--- config.mk ---
export PLATFORM = sky130hd
export DESIGN_NAME = bin2bcd_seq_flat
export DESIGN_NICKNAME = d
export VERILOG_FILES = /design/src/rtl/bin2bcd_seq_if.sv /design/src/rtl/bin2bcd_seq.sv /design/src/flat_wrapper.sv
export SDC_FILE = /design/constraint.sdc
export NUM_CORES = 1
export LEC_CHECK = 0
export ABC_CLOCK_PERIOD_IN_PS = 1600
export BUFFER_PORTS_ARGS = -buffer_cell sky130_fd_sc_hd__buf_2
export CAP_MARGIN = 20
export CELL_PAD_IN_SITES_DETAIL_PLACEMENT = 0
export CELL_PAD_IN_SITES_GLOBAL_PLACEMENT = 2
export CORE_ASPECT_RATIO = 1.5
export CORE_MARGIN = 2
export CORE_UTILIZATION = 30
export CTS_CLUSTER_DIAMETER = 120
export DETAILED_ROUTE_END_ITERATION = 6
export PLACE_DENSITY = 0.66
export SLEW_MARGIN = 5
export SYNTH_ARGS = -nofsm -noshare
export SYNTH_HDL_FRONTEND = slang
export SYNTH_SLANG_ARGS = --single-unit
--- constraint.sdc ---
create_clock -name clk -period 1.6 [get_ports clk]
set_clock_uncertainty 0.1 [all_clocks]
set_input_delay 0.16 -clock clk [delete_from_list [all_inputs] [get_ports clk]]
set_output_delay 0.16 -clock clk [all_outputs]
set_load 0.01 [all_outputs]
--- src/rtl/bin2bcd_seq_if.sv ---
// Start/busy/done handshake and result bus for the iterative binary-to-BCD converter.
interface bin2bcd_seq_if #(
  parameter int WIDTH  = 16,
  parameter int DIGITS = 5
);
  logic                  start;
  logic [WIDTH-1:0]      bin;
  logic                  busy;
  logic                  done;
  logic [4*DIGITS-1:0]   bcd;
  logic                  neg;

  modport master (output start, bin, input busy, done, bcd, neg);
  modport slave  (input start, bin, output busy, done, bcd, neg);
endinterface

--- src/rtl/bin2bcd_seq.sv ---
// Iterative shift-and-add-3 binary-to-BCD converter, one input bit per clock.
// Define BIN2BCD_SIGNED_EN to treat bin as two's complement and report the sign on neg.
module bin2bcd_seq #(
  parameter int WIDTH  = 16,
  parameter int DIGITS = 5
) (
  input  logic          clk,
  input  logic          KEY1,
  bin2bcd_seq_if.slave  bus
);

  localparam int CNT_W = $clog2(WIDTH + 1);
  localparam int BCD_W = 4 * DIGITS;

  typedef enum logic {IDLE, SHIFT} state_t;

  state_t             state, state_n;
  logic [WIDTH-1:0]   shift_reg, shift_n;
  logic [BCD_W-1:0]   scratch, scratch_n;
  logic [BCD_W-1:0]   adj;
  logic [CNT_W-1:0]   cnt, cnt_n;
  logic [BCD_W-1:0]   bcd_reg, bcd_n;
  logic               done_reg, done_n;
  logic [WIDTH-1:0]   mag;

`ifdef BIN2BCD_SIGNED_EN
  logic bin_neg;
  logic sign_reg, sign_n;
  logic neg_reg, neg_n;

  assign bin_neg = bus.bin[WIDTH-1];
  assign mag     = bin_neg ? (~bus.bin + WIDTH'(1)) : bus.bin;

  // Sign is latched with the operand and published only on the completing edge.
  always_comb begin
    sign_n = sign_reg;
    neg_n  = neg_reg;
    if (state == IDLE && bus.start)
      sign_n = bin_neg;
    if (state == SHIFT && cnt == CNT_W'(1))
      neg_n = sign_reg;
  end

  always_ff @(posedge clk or negedge KEY1) begin
    if (!KEY1) begin
      sign_reg <= 1'b0;
      neg_reg  <= 1'b0;
    end else begin
      sign_reg <= sign_n;
      neg_reg  <= neg_n;
    end
  end

  assign bus.neg = neg_reg;
`else
  assign mag     = bus.bin;
  assign bus.neg = 1'b0;
`endif

  always_ff @(posedge clk or negedge KEY1) begin
    if (!KEY1) begin
      state     <= IDLE;
      shift_reg <= '0;
      scratch   <= '0;
      cnt       <= '0;
      bcd_reg   <= '0;
      done_reg  <= 1'b0;
    end else begin
      state     <= state_n;
      shift_reg <= shift_n;
      scratch   <= scratch_n;
      cnt       <= cnt_n;
      bcd_reg   <= bcd_n;
      done_reg  <= done_n;
    end
  end

  always_comb begin
    state_n   = state;
    shift_n   = shift_reg;
    scratch_n = scratch;
    cnt_n     = cnt;
    bcd_n     = bcd_reg;
    done_n    = 1'b0;
    adj       = scratch;

    case (state)
      IDLE: begin
        if (bus.start) begin
          shift_n   = mag;
          scratch_n = '0;
          cnt_n     = CNT_W'(WIDTH);
          state_n   = SHIFT;
        end
      end
      SHIFT: begin
        // Digit correction happens before the shift so each digit stays valid BCD after doubling.
        for (int d = 0; d < DIGITS; d++) begin
          if (adj[4*d +: 4] >= 4'd5)
            adj[4*d +: 4] = adj[4*d +: 4] + 4'd3;
        end
        scratch_n = {adj[BCD_W-2:0], shift_reg[WIDTH-1]};
        shift_n   = {shift_reg[WIDTH-2:0], 1'b0};
        cnt_n     = cnt - CNT_W'(1);
        if (cnt == CNT_W'(1)) begin
          bcd_n   = scratch_n;
          done_n  = 1'b1;
          state_n = IDLE;
        end
      end
      default: state_n = IDLE;
    endcase
  end

  assign bus.busy = (state == SHIFT);
  assign bus.done = done_reg;
  assign bus.bcd  = bcd_reg;

endmodule

--- src/flat_wrapper.sv ---
// flat-port wrapper written by rule: the top's interface ports become plain ports
module bin2bcd_seq_flat 
#(
  parameter int WIDTH  = 16,
  parameter int DIGITS = 5
)
  (clk, KEY1, bus_start, bus_bin, bus_busy, bus_done, bus_bcd, bus_neg);
  bin2bcd_seq_if #(.WIDTH(WIDTH), .DIGITS(DIGITS)) bus_i ();
  input  logic clk;
  input  logic KEY1;
  input wire logic [$bits(bus_i.start)-1:0] bus_start;
  input wire logic [$bits(bus_i.bin)-1:0] bus_bin;
  output wire logic [$bits(bus_i.busy)-1:0] bus_busy;
  output wire logic [$bits(bus_i.done)-1:0] bus_done;
  output wire logic [$bits(bus_i.bcd)-1:0] bus_bcd;
  output wire logic [$bits(bus_i.neg)-1:0] bus_neg;
  assign bus_i.start = bus_start;
  assign bus_i.bin = bus_bin;
  assign bus_busy = bus_i.busy;
  assign bus_done = bus_i.done;
  assign bus_bcd = bus_i.bcd;
  assign bus_neg = bus_i.neg;
  bin2bcd_seq #(.WIDTH(WIDTH), .DIGITS(DIGITS)) u_core (.clk(clk), .KEY1(KEY1), .bus(bus_i));
endmodule
==> results of run 1 <==
## path summary, 6_finish.rpt
path,start,end,slack (ps),cells after the start
max,u_core.cnt[1],u_core.bus.bcd[1],20,5
max reg2reg,u_core.cnt[1],u_core.bus.bcd[1],20,5
min,bus_bin[8],u_core.shift_reg[8],30,3
min reg2reg,u_core.shift_reg[11],u_core.shift_reg[12],380,2
min in group asynchronous,KEY1,u_core.bus.bcd[2],290,3
max in group asynchronous,KEY1,u_core.bus.busy,830,3
## per-layer routing
layer  share of wire (%)  vias up  global-route usage, %
met5                   0        -                      0
met4                 1.8        0                   5.70
met3                 3.8        9                   3.98
met2                  51       32                   21.7
met1                  43     1115                   16.0
li1                    -     1142                      -
## timing repair
item,4_1_cts,5_1_grt
hold buffers,2,0
pin swaps,2,7
cloned,1,1
buffers inserted,1,3
endpoints found under the setup margin,11,18
hold endpoints to repair,64,0
gates resized for setup,8,28
## worst max-delay path: cells and delay by family, from the launching register on
| family | cells | cell delay [ps] |
|---|---|---|
| flops | 1 | 380 |
| fa+ha+maj | 1 | 120 |
| buf+inv | 2 | 250 |
| mux | 1 | 290 |
| simple gates | 1 | 320 |
## metrics by stage
stage	hold slack, ps	TNS (ps)	std cells
after floorplan	-236	0	290
after global placement	107	-131	456
after detailed placement	109	-333	456
after CTS	13.4	0	475
after global routing	54.8	-250	479
final	25.4	0	479
## where the power goes
part / internal [W] / switching, W
logic: 0.00212 / 0.00180
registers: 0.00232 / 0.000554
clock network: 0.00112 / 0.000648
## cell usage in the layout (no fill, tap or decap), types with 4 or more instances in the layout
cell	instances
a21oi_1	13
o21ai_0	21
dfrtp_1	62
ha_2	7
nand2b_1	8
ha_1	5
a21o_1	12
nor2_1	18
nor3_1	6
inv_2	6
nor3b_1	11
a21oi_4	4
nand2b_4	4
mux2_4	11
nand2_1	27
mux2i_1	25
buf_4	26
clkbuf_16	10
buf_2	40
inv_1	6
## cell type report
cell class,count,area (um^2)
fillers,994,6030
multi-input cells,198,1520
flip-flops and latches,63,1580
inverters,12,45.0
clock inverters,1,5.00
clock buffers,14,264
repair buffers,74,544
well taps,117,146
## logic make-up after synthesis
logic type / after synthesis / share of synthesized area [%]
AND/OR/NAND/NOR: 79 / 12.6
flip-flops: 63 / 50.7
AO/OA/AOI/OAI: 62 / 11.8
multiplexers: 38 / 13.6
buffers and inverters: 29 / 4.67
adder cells (fa/ha/maj): 12 / 4.83
XOR/XNOR: 6 / 1.69
other: 1 / 0.121
## synthesized netlist by cell type, types with 5 or more instances
cell type  count  area share, %
a21o_1        12            2.9
a21oi_1       19            3.1
buf_2          8            1.3
clkbuf_1       5           0.60
dfrtp_1       63             51
ha_1          12            4.8
inv_1         12            1.4
mux2_2         5            1.8
mux2_4         7            3.4
mux2i_1       26            8.4
nand2_1       27            3.3
nand2b_1      12            2.4
nor2_1        18            2.2
nor3_1         6           0.97
nor3b_1       11            2.7
o21ai_0       22            3.5
xnor2_1        5            1.4
==> flow_metrics.env, run 1 <==
export IMPL_status="completed"
export IMPL_pin_count=42
export IMPL_worstSetupPathType="reg -> reg"
export IMPL_period_share_pct=98.7
export IMPL_cpMaxStageDelayCell="dfrtp_1"
export IMPL_syn_to_final_growth_pct=32.0
export IMPL_avgViaCountPerCell=4.80
export IMPL_power_total_w=0.00857
export IMPL_grt_max_degree=64
export IMPL_ant_nets=0
export IMPL_fmax_mhz=633
export IMPL_cap_violations=0
export IMPL_ys_warnings_count=0
export IMPL_overflow=0
export IMPL_cellPowerDensity_mw_per_mm2=2090
export IMPL_die_area_mm2=0.0112
export IMPL_die_w_um=87.1
export IMPL_grt_use_total_pct=13.2
export IMPL_syn_area_per_cell_um2=10.7
export IMPL_cts_buffers=9
export IMPL_numPortBuffers=40
export IMPL_timing_final_ws_setup_ps=20.3
export IMPL_worst_skew_pair_late_latency_ps=320
export IMPL_p_leak_nw=2.00
export IMPL_yosysUniqueCellTypes=30
export IMPL_synth_edf_count=0
export IMPL_clk_path_buf_depth=2
export IMPL_fin_crit_ps=1580
export IMPL_cp_start_kind="flip-flop"
export IMPL_finalWirelength_um=6710
export IMPL_drt_first_pass_iters=4
export IMPL_place_area_mm2=0.00359
export IMPL_synth_seq_cells=63
export IMPL_yosysSeqAreaShare_pct=50.7
export IMPL_cts_sinks=63
export IMPL_cp_cell_sequence="inv_2 -> ha_1 -> and4b_2 -> clkbuf_16 -> mux2_4"
export IMPL_fp_dieH_um=129
export IMPL_rsz0062_at_grt="true"
export IMPL_endpoint_kind="flip-flop"
export IMPL_dp_slack_ps=-60.9
export IMPL_nets=389
export IMPL_crit_arrival_ps=1680
export IMPL_clkTransAtPathRegs_ps=50
export IMPL_drt_iter0_drc=114
export IMPL_rows=45
export IMPL_final_util_pct=40.5
export IMPL_grt_pass1_wl_um=11400
export IMPL_ys_flop_type="dfrtp_1"
export IMPL_syn_cell_area_mm2=0.00311
export IMPL_drive_gt1_share_pct=34.3
export IMPL_cts_tree="built"
export IMPL_htree_levels=3
export IMPL_setup_violations=0
export IMPL_drc=0
export IMPL_initial_core_util_pct=30.7
export IMPL_slowest_delay_ps=380
export IMPL_synthArstFlopShare_pct=100
export IMPL_antenna_found_initial=0
export IMPL_synth_nets=321
export IMPL_drv_slew=0
export IMPL_diodes=0
export IMPL_ir_drop_mv=0.694
export IMPL_core_area_mm2=0.0101
export IMPL_hpwl_um=4350
export IMPL_grt_pass1_vias=2301
export IMPL_root_buffer="clkbuf_16"
export IMPL_num_vias=2298
export IMPL_gp_congestion=0.785
export IMPL_routedWlPerCell_um=14.0
export IMPL_critPathRequiredTime_ps=1700
export IMPL_final_hold_violation_count=0
export IMPL_synth_cells=290
export IMPL_postLayoutCellArea_mm2=0.00411
export IMPL_worstPathMaxFanout=5
export IMPL_hold_path_class="in -> reg"
Note: power is estimated with default switching activity, not from simulation.
==> run 2, diff against run 1 <==
--- a/config.mk
+++ b/config.mk
@@ -6,7 +6,7 @@
 export NUM_CORES = 1
 export LEC_CHECK = 0
 export ABC_CLOCK_PERIOD_IN_PS = 1600
-export BUFFER_PORTS_ARGS = -buffer_cell sky130_fd_sc_hd__buf_2
+export BUFFER_PORTS_ARGS = -buffer_cell sky130_fd_sc_hd__buf_4
 export CAP_MARGIN = 20
 export CELL_PAD_IN_SITES_DETAIL_PLACEMENT = 0
 export CELL_PAD_IN_SITES_GLOBAL_PLACEMENT = 2
==> run 2 against run 1 <==
Utilization increased by 1.6 points. Setup slack better by 6.5 ps. Flip-flop and latch count stayed put. Die area unchanged. Critical endpoint is now u_core.bus.bcd[2].
==> flow_metrics.env, run 2 (synthesized netlist as in run 1, its figures left out) <==
export IMPL_status="completed"
export IMPL_cap_violations=0
export IMPL_grt_met1_usage_pct=16.0
export IMPL_clkTransAtPathRegs_ps=50
export IMPL_period_share_pct=98.3
export IMPL_crit_arrival_ps=1680
export IMPL_nets=395
export IMPL_num_vias=2287
export IMPL_fmax_mhz=636
export IMPL_cts_tree="built"
export IMPL_pin_count=42
export IMPL_grt_pass1_wl_um=11500
export IMPL_cp_endpoint="u_core.bus.bcd[2]"
export IMPL_endpoint_kind="flip-flop"
export IMPL_die_w_um=87.1
export IMPL_cp_cell_sequence="inv_2 -> ha_1 -> and4b_2 -> buf_12 -> mux2_4"
export IMPL_root_buffer="clkbuf_16"
export IMPL_numPortBuffers=40
export IMPL_place_area_mm2=0.00372
export IMPL_core_area_mm2=0.0101
export IMPL_hold_start="bus_bin[6]"
export IMPL_ir_drop_mv=0.655
export IMPL_drv_slew=0
export IMPL_final_cell_mix="buf_4, dfrtp_1, nand2_1, mux2i_1, o21ai_0"
export IMPL_clk_path_buf_depth=2
export IMPL_critical_path_startpoint="u_core.cnt[1]"
export IMPL_crit_family="flip-flops"
export IMPL_rows=45
export IMPL_finalWirelength_um=7030
export IMPL_cts_sinks=63
export IMPL_reg2reg_from="u_core.cnt[1]"
export IMPL_htree_levels=3
export IMPL_cpMaxStageDelayCell="dfrtp_1"
export IMPL_rrSetupSlack_ps=30
export IMPL_initial_core_util_pct=30.7
export IMPL_p_leak_nw=2.07
export IMPL_drive_gt1_share_pct=35.8
export IMPL_final_hold_violation_count=0
export IMPL_hpwl_um=4680
export IMPL_cellPowerDensity_mw_per_mm2=2130
export IMPL_die_area_mm2=0.0112
export IMPL_ant_nets=0
export IMPL_timing_final_ws_setup_ps=26.8
export IMPL_routedWlPerCell_um=14.5
export IMPL_cts_buffers=9
export IMPL_worstSetupPathType="reg -> reg"
export IMPL_overflow=0
export IMPL_fillers=990
export IMPL_avgViaCountPerCell=4.71
export IMPL_busiest_layer="met2"
export IMPL_final_common_cell="buf_4"
export IMPL_worstSetupPathDepth=5
export IMPL_met2_usage_pct=22.0
export IMPL_slowest_delay_ps=380
export IMPL_drc=0
export IMPL_worstReg2RegEnd="u_core.bus.bcd[2]"
export IMPL_grt_max_degree=35
export IMPL_r2r_cells=5
export IMPL_antenna_found_initial=0
export IMPL_grt_use_total_pct=13.4
export IMPL_final_setup_tns_ps=0
export IMPL_hold_path_class="in -> reg"
export IMPL_grt_use_met3_pct=3.46
export IMPL_drt_first_pass_iters=4
export IMPL_diodes=0
export IMPL_dp_slack_ps=-58.8
export IMPL_fin_crit_ps=1570
export IMPL_critPathBufInv=2
export IMPL_fp_dieH_um=129
export IMPL_worst_skew_pair_late_latency_ps=330
export IMPL_critPathRequiredTime_ps=1710
export IMPL_power_total_w=0.00908
export IMPL_drt_iter0_drc=60
export IMPL_syn_to_final_growth_pct=37.3
export IMPL_cp_start_kind="flip-flop"
export IMPL_setup_violations=0
export IMPL_gp_congestion=0.724
export IMPL_postLayoutCellArea_mm2=0.00427
export IMPL_worstPathMaxFanout=7
export IMPL_grt_pass1_vias=2342
export IMPL_rsz0062_at_grt="true"
==> run 2: changes by cell type in the layout (fill, tap and decap cells not counted), sizes merged <==
| cell | before | now |
|---|---|---|
| buf | 70 | 77 |
| clkinv | 1 | 2 |
| clkbuf | 15 | 14 |
| bufinv | 0 | 1 |
| bufbuf | 1 | 0 |
==> run 2: how the worst min path moves through the flow <==
stage | end | slack (ps) | cells past startpoint
after detailed placement | u_core.shift_reg[12] | 30 | 1
after global placement | u_core.shift_reg[12] | 30 | 1
after floorplan | u_core.bus.bcd[0] | -240 | 0
after CTS | u_core.shift_reg[12] | 9 | 3
final | u_core.shift_reg[6] | 20 | 3
after global routing | u_core.shift_reg[15] | 40 | 3
==> run 2: stage by stage <==
step / instances / utilization, % / hold slack [ps]
after floorplan: 290 / - / -236
after global placement: 460 / 36.8 / 30.6
after global routing: 486 / 42.1 / 43.3
after CTS: 478 / 40.3 / 8.89
final: 486 / 42.1 / 17.4
after detailed placement: 460 / 36.8 / 31.5
==> run 2: power by group <==
group          switching (W)  total, W  internal [W]
combinational        0.00184   0.00416       0.00232
clock               0.000704   0.00203       0.00133
sequential          0.000563   0.00289       0.00232
total                0.00311   0.00908       0.00597
==> run 2: tightest hold or removal path, cell delays in order <==
cell     delay (ps)
buf_4            70
mux2i_1          50
o21ai_0         120
==> run 2: layout make-up <==
type | count | area [um^2] | area share, %
Tap cell | 117 | 146 | 3.43
Clock buffer | 13 | 270 | 6.33
Multi-Input combinational cell | 198 | 1530 | 35.7
Timing Repair Buffer | 80 | 664 | 15.6
Sequential cell | 63 | 1580 | 36.9
Clock inverter | 3 | 40.0 | 0.938
Inverter | 12 | 45.0 | 1.05
==> run 2: metal layers <==
layer | share of wire, % | wire (um) | up-vias
met5 | 0 | 0 | -
met4 | 1.9 | 137 | 0
met3 | 3.3 | 234 | 8
met2 | 52 | 3630 | 33
met1 | 43 | 3020 | 1106
li1 | - | - | 1140
==> run 2: what timing repair did <==
action	CTS	global route
buffers inserted	0	7
endpoints found under the hold margin	36	0
hold buffers	2	0
setup endpoints to repair	9	17
gates cloned	0	1
resized for setup	9	26
pin swaps	1	7
